## config.mk

```make
export PLATFORM = sky130hd
export DESIGN_NAME = block_lock
export DESIGN_NICKNAME = d
export VERILOG_FILES = /design/src/rtl/block_lock_pkg.sv /design/src/rtl/hdr_argmax.sv /design/src/rtl/block_lock.sv
export SDC_FILE = /design/constraint.sdc
export NUM_CORES = 2
export LEC_CHECK = 0
export BUFFER_PORTS_ARGS = -buffer_cell sky130_fd_sc_hd__buf_2
export CAP_MARGIN = 30
export CORE_MARGIN = 2
export CORE_UTILIZATION = 55
export DETAILED_ROUTE_END_ITERATION = 6
export GPL_ROUTABILITY_DRIVEN = 0
export PLACE_DENSITY = 0.78
export SYNTH_ARGS = -nofsm -noshare
export SYNTH_HDL_FRONTEND = slang
export SYNTH_SLANG_ARGS = --single-unit
```

## constraint.sdc

```tcl
create_clock -name clk_i -period 140.9 [get_ports clk_i]
set_input_delay 14.09 -clock clk_i [delete_from_list [all_inputs] [get_ports clk_i]]
set_output_delay 14.09 -clock clk_i [all_outputs]
set_load 0.05 [all_outputs]
```

## src/rtl/block_lock_pkg.sv

```systemverilog
// Shared header encodings, lock FSM states and header-validity helper
// for the block_lock slice.
package block_lock_pkg;

  localparam logic [1:0] HDR_DATA = 2'b01;
  localparam logic [1:0] HDR_CMD  = 2'b10;

  typedef enum logic {
    SEARCH = 1'b0,
    LOCKED = 1'b1
  } lock_state_t;

  function automatic logic hdr_valid(input logic [1:0] hdr);
    return (hdr == HDR_DATA) || (hdr == HDR_CMD);
  endfunction

endpackage

```

## src/rtl/hdr_argmax.sv

```systemverilog
// Registered argmax over N packed counters; ties resolve to the lowest index.
// clr_i zeroes the captured result on the same edge the counters are cleared.
module hdr_argmax #(
  parameter int N     = 66,
  parameter int CNT_W = 6,
  localparam int OFF_W = $clog2(N)
) (
  input  logic               clk_i,
  input  logic               rst_i,
  input  logic               clr_i,
  input  logic [N*CNT_W-1:0] cnt_i,
  output logic [CNT_W-1:0]   best_cnt_o,
  output logic [OFF_W-1:0]   best_off_o
);

  logic [CNT_W-1:0] max_cnt;
  logic [OFF_W-1:0] max_off;

  // NOTE: defaults first so every path assigns max_cnt/max_off and no latch is
  // inferred; blocking '=' lets each loop iteration see the running maximum.
  always_comb begin
    max_cnt = cnt_i[0 +: CNT_W];
    max_off = '0;
    for (int i = 1; i < N; i++) begin
      if (cnt_i[i*CNT_W +: CNT_W] > max_cnt) begin
        max_cnt = cnt_i[i*CNT_W +: CNT_W];
        max_off = OFF_W'(i);
      end
    end
  end

  // NOTE: sequential state uses '<=' so every register samples pre-edge values.
  always_ff @(posedge clk_i) begin
    if (rst_i || clr_i) begin
      best_cnt_o <= '0;
      best_off_o <= '0;
    end else begin
      best_cnt_o <= max_cnt;
      best_off_o <= max_off;
    end
  end

endmodule

```

## src/rtl/block_lock.sv

```systemverilog
// Block header lock: searches all offsets for a run of valid sync headers,
// then monitors the locked offset. Optional BLOCK_LOCK_STATS_EN adds counters.
module block_lock
  import block_lock_pkg::*;
#(
  parameter int BLOCK_W       = 66,
  parameter int CNT_W         = 6,
  parameter int LOCK_THRESH   = 32,
  parameter int WIN_BLOCKS    = 64,
  parameter int UNLOCK_THRESH = 16,
  localparam int OFF_W = $clog2(BLOCK_W)
) (
  input  logic               clk_i,
  input  logic               rst_i,
  input  logic [BLOCK_W:0]   win_i,
  input  logic               win_dv_i,
  input  logic               resync_i,
  output logic [OFF_W-1:0]   block_offset_o,
  output logic               locked_o,
  output logic               blk_dv_o,
  output logic               hdr_ok_o
`ifdef BLOCK_LOCK_STATS_EN
  ,
  output logic [15:0]        unlock_cnt_o,
  output logic [15:0]        bad_hdr_cnt_o
`endif
);

  localparam int BAD_W = $clog2(UNLOCK_THRESH + 1);
  localparam int WIN_W = $clog2(WIN_BLOCKS + 1);
  localparam logic [CNT_W-1:0] CNT_MAX = {CNT_W{1'b1}};

  lock_state_t state_q, state_d;

  logic [CNT_W-1:0]         cnt_q [BLOCK_W];
  logic [BLOCK_W*CNT_W-1:0] cnt_flat;
  logic [CNT_W-1:0]         best_cnt;
  logic [OFF_W-1:0]         best_off;
  logic [OFF_W-1:0]         block_offset_q;
  logic [BAD_W-1:0]         bad_cnt_q, bad_nxt;
  logic [WIN_W-1:0]         win_cnt_q, win_nxt;
  logic                     blk_dv_q, hdr_ok_q;

  logic [1:0] lk_hdr;
  logic       lk_ok, dv_acc, lk_chk, lose_lock, gain_lock, clr_all;

  always_comb begin
    cnt_flat = '0;
    for (int i = 0; i < BLOCK_W; i++) cnt_flat[i*CNT_W +: CNT_W] = cnt_q[i];
  end

  hdr_argmax #(
    .N     (BLOCK_W),
    .CNT_W (CNT_W)
  ) u_argmax (
    .clk_i      (clk_i),
    .rst_i      (rst_i),
    .clr_i      (clr_all),
    .cnt_i      (cnt_flat),
    .best_cnt_o (best_cnt),
    .best_off_o (best_off)
  );

  // Next-state and control; a resync discards any coincident window.
  always_comb begin
    dv_acc    = win_dv_i && !resync_i;
    lk_hdr    = win_i[block_offset_q +: 2];
    lk_ok     = hdr_valid(lk_hdr);
    bad_nxt   = lk_ok ? bad_cnt_q : bad_cnt_q + BAD_W'(1);
    win_nxt   = win_cnt_q + WIN_W'(1);
    lk_chk    = (state_q == LOCKED) && dv_acc;
    lose_lock = lk_chk && (bad_nxt == BAD_W'(UNLOCK_THRESH));
    gain_lock = (state_q == SEARCH) && !resync_i && (best_cnt >= CNT_W'(LOCK_THRESH));
    clr_all   = resync_i || lose_lock;
    state_d   = state_q;
    if (clr_all)        state_d = SEARCH;
    else if (gain_lock) state_d = LOCKED;
  end

  always_ff @(posedge clk_i) begin
    if (rst_i) state_q <= SEARCH;
    else       state_q <= state_d;
  end

  // NOTE: the per-offset counters are flops, not RAM, and must restart from
  // zero after reset or loss of lock, so every element is explicitly cleared.
  always_ff @(posedge clk_i) begin
    if (rst_i || clr_all) begin
      for (int i = 0; i < BLOCK_W; i++) cnt_q[i] <= '0;
    end else if (dv_acc) begin
      for (int i = 0; i < BLOCK_W; i++) begin
        if (!hdr_valid(win_i[i +: 2]))  cnt_q[i] <= '0;
        else if (cnt_q[i] != CNT_MAX)   cnt_q[i] <= cnt_q[i] + CNT_W'(1);
      end
    end
  end

  // The final block of a window is checked before the window restarts.
  always_ff @(posedge clk_i) begin
    if (rst_i) begin
      block_offset_q <= '0;
      bad_cnt_q      <= '0;
      win_cnt_q      <= '0;
      blk_dv_q       <= 1'b0;
      hdr_ok_q       <= 1'b0;
    end else begin
      blk_dv_q <= lk_chk && !lose_lock;
      hdr_ok_q <= lk_chk && !lose_lock && lk_ok;
      if (gain_lock) block_offset_q <= best_off;
      if (gain_lock || clr_all) begin
        bad_cnt_q <= '0;
        win_cnt_q <= '0;
      end else if (lk_chk) begin
        if (win_nxt == WIN_W'(WIN_BLOCKS)) begin
          bad_cnt_q <= '0;
          win_cnt_q <= '0;
        end else begin
          bad_cnt_q <= bad_nxt;
          win_cnt_q <= win_nxt;
        end
      end
    end
  end

  assign block_offset_o = block_offset_q;
  assign locked_o       = (state_q == LOCKED);
  assign blk_dv_o       = blk_dv_q;
  assign hdr_ok_o       = hdr_ok_q;

`ifdef BLOCK_LOCK_STATS_EN
  logic [15:0] unlock_cnt_q, bad_hdr_cnt_q;

  always_ff @(posedge clk_i) begin
    if (rst_i) begin
      unlock_cnt_q  <= '0;
      bad_hdr_cnt_q <= '0;
    end else begin
      if ((state_q == LOCKED) && clr_all && (unlock_cnt_q != 16'hFFFF))
        unlock_cnt_q <= unlock_cnt_q + 16'd1;
      if (lk_chk && !lk_ok && (bad_hdr_cnt_q != 16'hFFFF))
        bad_hdr_cnt_q <= bad_hdr_cnt_q + 16'd1;
    end
  end

  assign unlock_cnt_o  = unlock_cnt_q;
  assign bad_hdr_cnt_o = bad_hdr_cnt_q;
`endif

endmodule

```

==> results.md <==
- Result of the run: complete, no violations
- Overall die area: between 90000 and 100000 sq um
- Buffering stage count on the worst path with inverters included: 21
- Pin count of the biggest net entering global routing: 82
- Synth Area in Adders: 0.0866
- Routing usage on met2: 0.432
- Setup ws final: 12.22 ns
- Reg2reg start: cnt_q[0][4]
- Root cell of the clock tree: sky130_fd_sc_hd__clkbuf_16
- Count of buffers from port buffering: 80
- Finish-stage setup viols: 0
- Largest buffer count on any clock path: 3
- 1st-iter DRT viols: around 4000
- Final #Nets: 5887
- Initial standard-cell utilization of the core: 0.556
- Xor-xnor portion of the synthesized cell area: 0.0813
- CTS Buf Count: 53
- Dominant combinational cell family by area after synthesis: simple AND/OR/NAND/NOR gates
- Flip-flop and latch count after synthesis: between 400 and 500
- Number of nets with antenna violations after routing: 0
- Cell with the most instances after synthesis: sky130_fd_sc_hd__nor2_1
- Wire length of the first global-routing pass: 203 mm
- Worst setup path category: reg -> reg
- Critical R2R Capture: u_argmax.best_off_o[1]
- Multi-input logic area: around 32000 sq um
- First-pass iteration count of the detailed router: 6
- GRT Max-Usage Layer: met2
- Floorplan row count: approximately 110
- Data arrival time at the worst-slack endpoint: 129.27 ns
- Total grt overflow: 0
- Unrepaired setup endpoints after global routing: false
- Number of antenna violations at the first check in global routing: 16
- Worst R2R Path Depth: 556
- Async set or reset register ratio after synthesis: 0
- Most used DFF post-synth: sky130_fd_sc_hd__edfxtp_1
- Depth of the CTS H-tree: 2
- IO Count: just over 80
- Worst clock skew: between 0.03 and 0.04 ns
- HPWL Detailed: roughly 96 mm
- Slowest CP cell: sky130_fd_sc_hd__a2111oi_1
- Cells on Worst Hold Path: 2
- Max-slew violation count: 0
- Fmax: 7.77 MHz
- Die extent in x: 300 um
- Post-placement setup slack: between 10 and 15 ns
- Post-synthesis sequential area ratio: 0.259
- Number of clock sinks: approximately 430
- Delay contributed by the slowest stage of the critical path: roughly 0.8 ns
- Gates resized, CTS repair: 0
- Vias in the first global route: 40084
- Via-to-Cell Ratio: 6.33
- Synthesized netlist cell count: 5571
- CTS tree: yes
- Average wire per standard cell: between 15 and 20 um
- Period utilization: 0.913
- DRC violation count after routing: 0
- CTS Hold Bufs: 0
- Cell type with the highest occurrence count on the critical path: sky130_fd_sc_hd__ha_1
- Internal reg-to-reg setup slack: 12.22 ns
- Top post-synthesis cells by count: sky130_fd_sc_hd__nor2_1, sky130_fd_sc_hd__nand2_1, sky130_fd_sc_hd__inv_1
- Number of nets in the synthesized netlist: 5955
- Capture point of the worst path: u_argmax.best_off_o[1]
- Global-route usage over all layers: 0.269
- Clock slew at the register clock pins of the worst setup and hold paths: 0.06 ns
- Count of filler cells inserted in the layout: between 7000 and 8000
- Met1 layer usage reported by global route: 0.365
- Source of the worst hold timing path: u_argmax.best_off_o[4]
- Startpoint type of the worst setup path: flip-flop
- Mean area per synthesized cell: 8.67 sq um
- Leading post-synthesis cells by cell area: sky130_fd_sc_hd__edfxtp_1, sky130_fd_sc_hd__ha_1, sky130_fd_sc_hd__xnor2_1
- Worst-path fanout max: 16
- Number of library cell types mapped by synthesis: 193
- Number of enable flip-flop cells after synthesis: 396
- Post-synthesis instance area: between 40000 and 50000 sq um
- Total Wirelength: 125 mm
- Share of final-layout standard cells stronger than drive strength 1: 0.157
- Area fraction in compound gates after synthesis: 0.202
- Data required time at the worst endpoint: 141.49 ns
- Total setup buffers inserted after CTS: 0
- Number of synthesis warnings: 0
- Die boundary height: around 300 um
- Relative slew margins: 0.337
- Stages on the worst setup path: 556
- Layout area overhead: 3.60%
- Multiplexer share of the synthesized area: 0.0649
- Tmin final: 128.68 ns
- Sequential cell area: 12500 sq um
- Met3 Track Usage GR: 0.0458
- Via count of the routed design: around 42000
- Worst Hold Class: reg -> reg
- Placeable core region: 86900 sq um
- Number of hold violations in the final report: 0
- Cell type contributing the most total cell area after synthesis: sky130_fd_sc_hd__edfxtp_1
- Fraction of the mapped netlist area in simple logic gates: 0.231
- Max Cap Viol: 0
- Startpoint of the worst setup timing path: cnt_q[0][4]
- Area fraction of the dominant cell type after synthesis: 0.246
- Pin slew with the least headroom to its limit: 0.986 ns
- Clk_lat worst skew: roughly 0.67 ns
- Final sum of negative setup slack: 0 ns
- CP Capture Type: flip-flop
- Delay-heaviest family, CP: compound AO/OA/AOI/OAI gates
[area by class of cell]
cell class	count	area share
tap	1155	0.0289
multi-input combinational	4528	0.643
clock inverter	37	0.00915
timing repair buffer	91	0.0107
antenna	7	0.000350
sequential	426	0.250
clock buffer	62	0.0276
inverter	403	0.0308
[cells by family after synthesis]
| kind of cell | after synthesis |
|---|---|
| AOI/OAI and AO/OA | 1301 |
| xor gates and xnor gates | 443 |
| adders and majority gates | 339 |
| buffers and inverters | 617 |
| DFF | 426 |
| muxes | 237 |
| and+or+nand+nor | 2208 |
[tightest hold or removal path, cell delays in order (launching register included)]
cell                      delay, ns
sky130_fd_sc_hd__dfxtp_1       0.31
sky130_fd_sc_hd__mux2i_1       0.06
sky130_fd_sc_hd__nor2_1        0.07
[state kept, by name (all words and copies together) (netlist names)]
register,cells
bad_cnt_q,5
blk_dv_o,1
block_offset_o,7
cnt_q,396
hdr_ok_o,1
locked_o,1
u_argmax.best_cnt_o,1
u_argmax.best_off_o,7
win_cnt_q,7
[worst min path at each step]
stage                              endpoint
after global routing      block_offset_o[4]
after global placement    block_offset_o[4]
final                     block_offset_o[4]
after detailed placement  block_offset_o[4]
after floorplan           block_offset_o[0]
after CTS                 block_offset_o[4]
[layer usage]
metal / part of all wire / vias up
li1: - / 20262
met1: 0.43 / 20244
met2: 0.45 / 1658
met3: 0.086 / 282
met4: 0.032 / 16
met5: 0.00081 / -
[cells in the final DEF (no fill, tap or decap), types with 24 or more instances in the layout]
master / netlist / layout
sky130_fd_sc_hd__a21o_2: 34 / 34
sky130_fd_sc_hd__o211ai_1: 30 / 30
sky130_fd_sc_hd__and3_1: 75 / 75
sky130_fd_sc_hd__mux2i_1: 104 / 104
sky130_fd_sc_hd__buf_2: 4 / 80
sky130_fd_sc_hd__clkbuf_16: 0 / 54
sky130_fd_sc_hd__mux4_2: 42 / 42
sky130_fd_sc_hd__xor2_1: 101 / 101
sky130_fd_sc_hd__dfxtp_1: 30 / 28
sky130_fd_sc_hd__nand2_1: 493 / 493
sky130_fd_sc_hd__nor2_1: 706 / 705
sky130_fd_sc_hd__nor3_1: 72 / 72
sky130_fd_sc_hd__and2_1: 29 / 29
sky130_fd_sc_hd__inv_1: 399 / 399
sky130_fd_sc_hd__and3_2: 37 / 37
sky130_fd_sc_hd__a21oi_1: 214 / 214
sky130_fd_sc_hd__nor2b_1: 25 / 24
sky130_fd_sc_hd__a31oi_1: 72 / 72
sky130_fd_sc_hd__o21a_1: 28 / 28
sky130_fd_sc_hd__xnor2_1: 336 / 336
sky130_fd_sc_hd__ha_1: 313 / 313
sky130_fd_sc_hd__edfxtp_1: 396 / 396
sky130_fd_sc_hd__nand4b_1: 54 / 54
sky130_fd_sc_hd__nand4_1: 54 / 54
sky130_fd_sc_hd__and2_2: 49 / 49
sky130_fd_sc_hd__mux2_2: 57 / 57
sky130_fd_sc_hd__a211oi_1: 32 / 32
sky130_fd_sc_hd__or2_2: 64 / 64
sky130_fd_sc_hd__o21ai_1: 36 / 36
sky130_fd_sc_hd__o21ai_0: 309 / 309
sky130_fd_sc_hd__a21o_1: 32 / 32
sky130_fd_sc_hd__nand3_1: 294 / 294
[metrics by stage]
stage	area [sq um]	utilization	std cells	hold slack, ns
3_5_place_dp	48100	0.554	6600	0.460
2_1_floorplan	48300	-	5571	0.441
3_3_place_gp	48100	0.554	6600	0.452
5_1_grt	50000	0.576	6704	0.504
4_1_cts	50000	0.575	6699	0.474
6_report	50000	0.576	6709	0.471
Power is not shown: default switching activity piles up to over one toggle a cycle in this logic, so the estimate is an artifact.
